===== src/rtl/irq_pkg.sv =====
// Shared definitions for the interrupt controller: FSM state encodings,
// register word selects (reg_addr[4:2]) and default sizing.
package irq_pkg;

  typedef enum logic [1:0] {
    ST_IDLE   = 2'd0,
    ST_REQ    = 2'd1,
    ST_INSERV = 2'd2
  } irq_state_t;

  // Register selects, i.e. byte offset >> 2
  localparam logic [2:0] REG_MASK    = 3'd0;  // 0x00
  localparam logic [2:0] REG_PENDING = 3'd1;  // 0x04
  localparam logic [2:0] REG_EDGE    = 3'd2;  // 0x08
  localparam logic [2:0] REG_CUR     = 3'd3;  // 0x0C
  localparam logic [2:0] REG_EOI     = 3'd4;  // 0x10

  localparam int IRQ_NUM_SRC = 6;
  localparam int IRQ_ID_W    = 3;

  // CUR reports the id in a nibble-wide field with the in-service flag above it
  localparam int CUR_INSERV_BIT = 4;

endpackage


===== src/rtl/irq_prio_enc.sv =====
// Lowest-index-wins priority encoder: index 0 is the highest priority.
// vld is high when any request bit is set; id is 0 otherwise.
module irq_prio_enc
  import irq_pkg::*;
#(
  parameter int NUM_SRC = IRQ_NUM_SRC,
  parameter int ID_W    = IRQ_ID_W
) (
  input  logic [NUM_SRC-1:0] req,
  output logic [ID_W-1:0]    id,
  output logic               vld
);

  // Scan from the lowest priority up so the lowest set index is the last write
  always_comb begin
    id  = '0;
    vld = 1'b0;
    for (int i = NUM_SRC - 1; i >= 0; i--) begin
      if (req[i]) begin
        id  = ID_W'(i);
        vld = 1'b1;
      end
    end
  end

endmodule


===== src/rtl/irq_controller.sv =====
// Prioritising interrupt controller. Latches device interrupt lines into
// PENDING, masks them, picks the lowest-index eligible source and runs a
// req/ack handshake to CP0, holding the source in service until EOI.
// Optional feature macro: IRQ_EDGE_EN (EDGE register, per-source rising-edge
// capture and write-1-to-clear on PENDING). Without it every source is level.
module irq_controller
  import irq_pkg::*;
#(
  parameter int NUM_SRC = IRQ_NUM_SRC,
  parameter int ID_W    = IRQ_ID_W
) (
  input  logic               clk,
  input  logic               reset,
  input  logic [NUM_SRC-1:0] irq_src,
  output logic               irq_req,
  output logic [ID_W-1:0]    irq_id,
  input  logic               irq_ack,
  input  logic [4:0]         reg_addr,
  input  logic               reg_we,
  input  logic [31:0]        reg_wdata,
  output logic [31:0]        reg_rdata
);

  irq_state_t         state;
  logic [NUM_SRC-1:0] mask;
  logic [NUM_SRC-1:0] pend;
  logic [NUM_SRC-1:0] eligible;
  logic [ID_W-1:0]    win_id;
  logic               win_vld;
  logic [2:0]         sel;
  logic               eoi_wr;
  logic               in_service;
  logic               unused_bits;

  assign sel         = reg_addr[4:2];
  assign eoi_wr      = reg_we && (sel == REG_EOI);
  assign in_service  = (state == ST_INSERV);
  assign eligible    = pend & mask;
  assign unused_bits = ^{reg_wdata[31:NUM_SRC], reg_addr[1:0]};

  irq_prio_enc #(
    .NUM_SRC (NUM_SRC),
    .ID_W    (ID_W)
  ) u_prio_enc (
    .req (eligible),
    .id  (win_id),
    .vld (win_vld)
  );

  // MASK register; a write takes effect for selection on the following cycle
  always_ff @(posedge clk or posedge reset) begin
    if (reset) begin
      mask <= '0;
    end else if (reg_we && (sel == REG_MASK)) begin
      mask <= reg_wdata[NUM_SRC-1:0];
    end
  end

`ifdef IRQ_EDGE_EN
  logic [NUM_SRC-1:0] edge_q;
  logic [NUM_SRC-1:0] src_prev;
  logic [NUM_SRC-1:0] rise;
  logic [NUM_SRC-1:0] w1c;
  logic [NUM_SRC-1:0] ack_clr;

  assign rise    = irq_src & ~src_prev;
  assign w1c     = (reg_we && (sel == REG_PENDING)) ? reg_wdata[NUM_SRC-1:0] : '0;
  // Acknowledge consumes the edge event of the id currently being driven
  assign ack_clr = (state == ST_REQ && irq_ack) ? (NUM_SRC'(1) << irq_id) : '0;

  // EDGE register, previous-sample register and pending capture; a new edge beats any clear
  always_ff @(posedge clk or posedge reset) begin
    if (reset) begin
      edge_q   <= '0;
      src_prev <= '0;
      pend     <= '0;
    end else begin
      if (reg_we && (sel == REG_EDGE)) begin
        edge_q <= reg_wdata[NUM_SRC-1:0];
      end
      src_prev <= irq_src;
      pend     <= (irq_src & ~edge_q)
                | (edge_q & ((pend & ~w1c & ~ack_clr) | rise));
    end
  end
`else
  // Level-only build: PENDING is simply the registered source lines
  always_ff @(posedge clk or posedge reset) begin
    if (reset) begin
      pend <= '0;
    end else begin
      pend <= irq_src;
    end
  end
`endif

  // Request/service FSM with registered irq_req and irq_id
  always_ff @(posedge clk or posedge reset) begin
    if (reset) begin
      state   <= ST_IDLE;
      irq_req <= 1'b0;
      irq_id  <= '0;
    end else begin
      case (state)
        ST_IDLE: begin
          if (win_vld) begin
            state   <= ST_REQ;
            irq_req <= 1'b1;
            irq_id  <= win_id;
          end
        end
        ST_REQ: begin
          if (irq_ack) begin
            state   <= ST_INSERV;
            irq_req <= 1'b0;
          end else if (!win_vld) begin
            state   <= ST_IDLE;
            irq_req <= 1'b0;
          end else begin
            irq_id <= win_id;
          end
        end
        ST_INSERV: begin
          if (eoi_wr) begin
            state <= ST_IDLE;
          end
        end
        default: begin
          state   <= ST_IDLE;
          irq_req <= 1'b0;
        end
      endcase
    end
  end

  // Bridge read mux, combinational from the address; unused bits read 0
  always_comb begin
    reg_rdata = '0;
    case (sel)
      REG_MASK:    reg_rdata[NUM_SRC-1:0] = mask;
      REG_PENDING: reg_rdata[NUM_SRC-1:0] = pend;
`ifdef IRQ_EDGE_EN
      REG_EDGE:    reg_rdata[NUM_SRC-1:0] = edge_q;
`endif
      REG_CUR: begin
        reg_rdata[CUR_INSERV_BIT] = in_service;
        reg_rdata[ID_W-1:0]       = irq_id;
      end
      default:     reg_rdata = '0;
    endcase
  end

endmodule


===== config.mk =====
export PLATFORM = sky130hd
export DESIGN_NAME = irq_controller
export DESIGN_NICKNAME = d
export VERILOG_FILES = /design/src/rtl/irq_pkg.sv /design/src/rtl/irq_prio_enc.sv /design/src/rtl/irq_controller.sv
export SDC_FILE = /design/constraint.sdc
export NUM_CORES = 1
export LEC_CHECK = 0
export ABC_AREA = 1
export CELL_PAD_IN_SITES_DETAIL_PLACEMENT = 1
export CELL_PAD_IN_SITES_GLOBAL_PLACEMENT = 1
export CORE_MARGIN = 2
export CORE_UTILIZATION = 20
export DETAILED_ROUTE_END_ITERATION = 10
export PLACE_DENSITY_LB_ADDON = 0.1
export REMOVE_ABC_BUFFERS = 1
export SKIP_LAST_GASP = 1
export SYNTH_ARGS = -nofsm -noshare
export SYNTH_HDL_FRONTEND = slang
export SYNTH_SLANG_ARGS = --single-unit

===== constraint.sdc =====
create_clock -name clk -period 1.3 [get_ports clk]
set_clock_uncertainty 0.05 [all_clocks]
set_input_delay 0.39 -clock clk [delete_from_list [all_inputs] [get_ports clk]]
set_output_delay 0.39 -clock clk [all_outputs]
set_load 0.005 [all_outputs]

==> impl_metrics.py <==
metrics = {
    "status": {
        "status": "finished, violations left",
        "violations": "negative setup slack",
    },
    "cells_and_area": {
        "layout_common_cells": "nand2_1 (30), buf_4 (27), conb_1 (26), dfrtp_1 (18)",
        "final_layout_size_suffix_gt1_share_pct": 46.8,
        "area_delta_synth_final_pct": 67.6,
        "final_cell_area_um2": 1860,
        "layout_commonest_cell": "nand2_1",
        "fin_nets": 254,
        "n_antenna_cell": 0,
    },
    "timing": {
        "fin_setup_tns_ps": -1400,
        "fmax_mhz": 634,
        "hold_ws_ps": 400,
        "final.setup.worst_slack_ps": -276,
        "finalSetupViolCount": 8,
        "finalCriticalPeriod_ps": 1580,
        "final.period_utilization_pct": 121,
        "finalMaxSlewViolations": 0,
        "rsz0062_at_grt": "yes",
        "hold_viol": 0,
    },
    "pwr": {
        "clkPwrFrac_pct": 16.5,
        "total_power_mw": 2.33,
        "p_sw_mw": 0.804,
        "p_leak_nw": 0.999,
        "ir_drop_v": 0.000500,
        "intPower_mw": 1.53,
        "powerDensity_nw_per_um2": 1250,
        "power_frac_seq_pct": 33.7,
        "power.share.combinational_pct": 49.7,
        "swShare_pct": 34.5,
    },
    "placement": {
        "place_worst_setup_slack_ps": -1120,
        "dp_hpwl_um": 2360,
        "place_congestion": 0.715,
        "io_buffer_count": 28,
        "placed_cell_area_um2": 1560,
    },
    "clock_network": {
        "clk_latency_ps": 250,
        "path_clk_slew_ps": 60,
        "clock_path_buffers": 2,
        "htreeDepth": 1,
        "cts-root-buf": "clkbuf_8",
        "clock_sinks": 18,
        "cts_tree": "done",
        "cts_inserted_buffers": 3,
    },
    "yosys": {
        "synthTopCellsByArea": "dfrtp_1 (41%), buf_4 (18%), nand2_1 (14%)",
        "synth_cell_types": 21,
        "syn_avg_cell_area_um2": 8.11,
        "ys_warn_count": 0,
        "synth_top_cell_by_area": "dfrtp_1",
        "yosys_register_bits": 18,
        "synth_top_area_share_pct": 40.5,
        "postSynthCellCount": 137,
        "yosysSeqAreaShare_pct": 40.5,
        "syn_area_um2": 1110,
    },
    "routing": {
        "via_per_inst": 3.66,
        "drt-total-wl_um": 3080,
        "drc_errors": 0,
        "vias": 1015,
        "ant_nets": 0,
        "drtIter0Drc": 30,
        "drtPass1Iterations": 4,
        "wl_per_cell_um": 11.1,
    },
    "global_route": {
        "grt_antenna_before_repair": 0,
        "grt_pass1_vias": 1136,
        "track_usage_pct": 10.8,
        "grt-ovfl-total": 0,
        "grt_pass1_wl_um": 5290,
        "grt_max_degree": 19,
    },
    "worst_setup_path": {
        "critPathLaunchType": "primary input",
        "worstRegToRegCells": 9,
        "r2r_setup_slack_ps": 50,
        "r2r-end": "irq_id[0]",
        "crit_path_top_delay_cell": "a22o_1",
        "worst-path-max-fanout": 3,
        "path_common_cell": "buf_6",
        "critPathRequiredTime_ps": 860,
        "cp.arrival_ps": 1140,
        "end_kind": "primary output",
        "critical_path.startpoint": "reg_addr[2]",
        "critPathMaxStageDelay_ps": 190,
        "worstSetupPathType": "in2out",
        "r2r-start": "mask[3]",
        "crit_chain": "buf_8 -> nand2_4 -> nor2_4 -> buf_6 -> buf_6 -> a22o_1 -> buf_2",
    },
    "min_path": {
        "hold_class": "in2async",
    },
    "die": {
        "ios": 83,
        "coreArea_um2": 5440,
        "die_w_um": 78.5,
        "rows": 27,
        "fp.dieH_um": 78.5,
        "fp.dieArea_um2": 6170,
        "start_util_pct": 20.4,
    },
    "job": {
        "max-cap-violations": 0,
    },
}
==> worst max-delay path: cells and delay by family <==
kind,cells,cell delay [ps]
AO/OA/AOI/OAI,1,190
buffers and inverters,4,450
AND/OR/NAND/NOR,2,100
==> worst max path at each step <==
stage                         endpoint  cells past startpoint
after floorplan           reg_rdata[3]                      4
after global placement    reg_rdata[3]                      6
after detailed placement  reg_rdata[3]                      6
after CTS                 reg_rdata[3]                      8
after global routing      reg_rdata[3]                      8
final                     reg_rdata[3]                      7
==> cell families after synthesis <==
logic type / after synthesis / share of synthesized area [%]
AO/OA/AOI/OAI: 6 / 4.39
AND/OR/NAND/NOR: 76 / 33.1
buffers and inverters: 36 / 21.6
flip-flops: 18 / 40.5
other: 1 / 0.338
==> power by group through the flow <==
stage	clock, mW	combinational, mW	sequential (mW)
2_1_floorplan	0	0.384	0.814
3_5_place_dp	0	0.944	0.774
5_1_grt	0.447	1.29	0.803
3_3_place_gp	0	0.933	0.768
4_1_cts	0.417	1.06	0.774
6_report	0.385	1.16	0.787
==> synth_stat cells, drive strengths merged <==
cell type,n
nand2,52
nor2,7
nand4,1
buf,27
nand3,15
conb,1
dfrtp,18
inv,9
a22o,1
nor3,1
a21oi,2
o21ai,3
==> registers in the layout, indices dropped and copies added, names as in the netlist <==
signal and flops:
irq_req 1, pend 6, irq_id 3, state 2, mask 6
==> repair_timing <==
action                                  CTS  global route
gates cloned                              0             0
gates resized for setup                  84            24
pin swaps                                12            10
buffers inserted                         10             5
hold buffers                              0             0
endpoints found under the setup margin   17            16
==> final cells by class <==
class / instances / area (um^2)
Sequential cell: 18 / 450
Fill cell: 667 / 3580
Clock buffer: 3 / 41.3
Inverter: 9 / 43.8
Tap cell: 72 / 90.1
Timing Repair Buffer: 67 / 607
Multi-Input combinational cell: 108 / 629
==> metal layers <==
| layer | global-route usage [%] | up-vias | wire length [um] |
|---|---|---|---|
| met5 | 0 | - | 0 |
| met4 | 3.16 | 0 | 19 |
| met3 | 2.41 | 2 | 119 |
| met2 | 20.2 | 26 | 1660 |
| met1 | 12.1 | 475 | 1280 |
| li1 | - | 512 | - |
==> through the flow <==
| step | utilization [%] | std cells |
|---|---|---|
| final | 34.2 | 277 |
| after global placement | 28.7 | 259 |
| after CTS | 32.0 | 272 |
| after detailed placement | 28.7 | 259 |
| after floorplan | - | 135 |
| after global routing | 34.2 | 277 |
No activity file was read; power rests on OpenSTA's default activity.
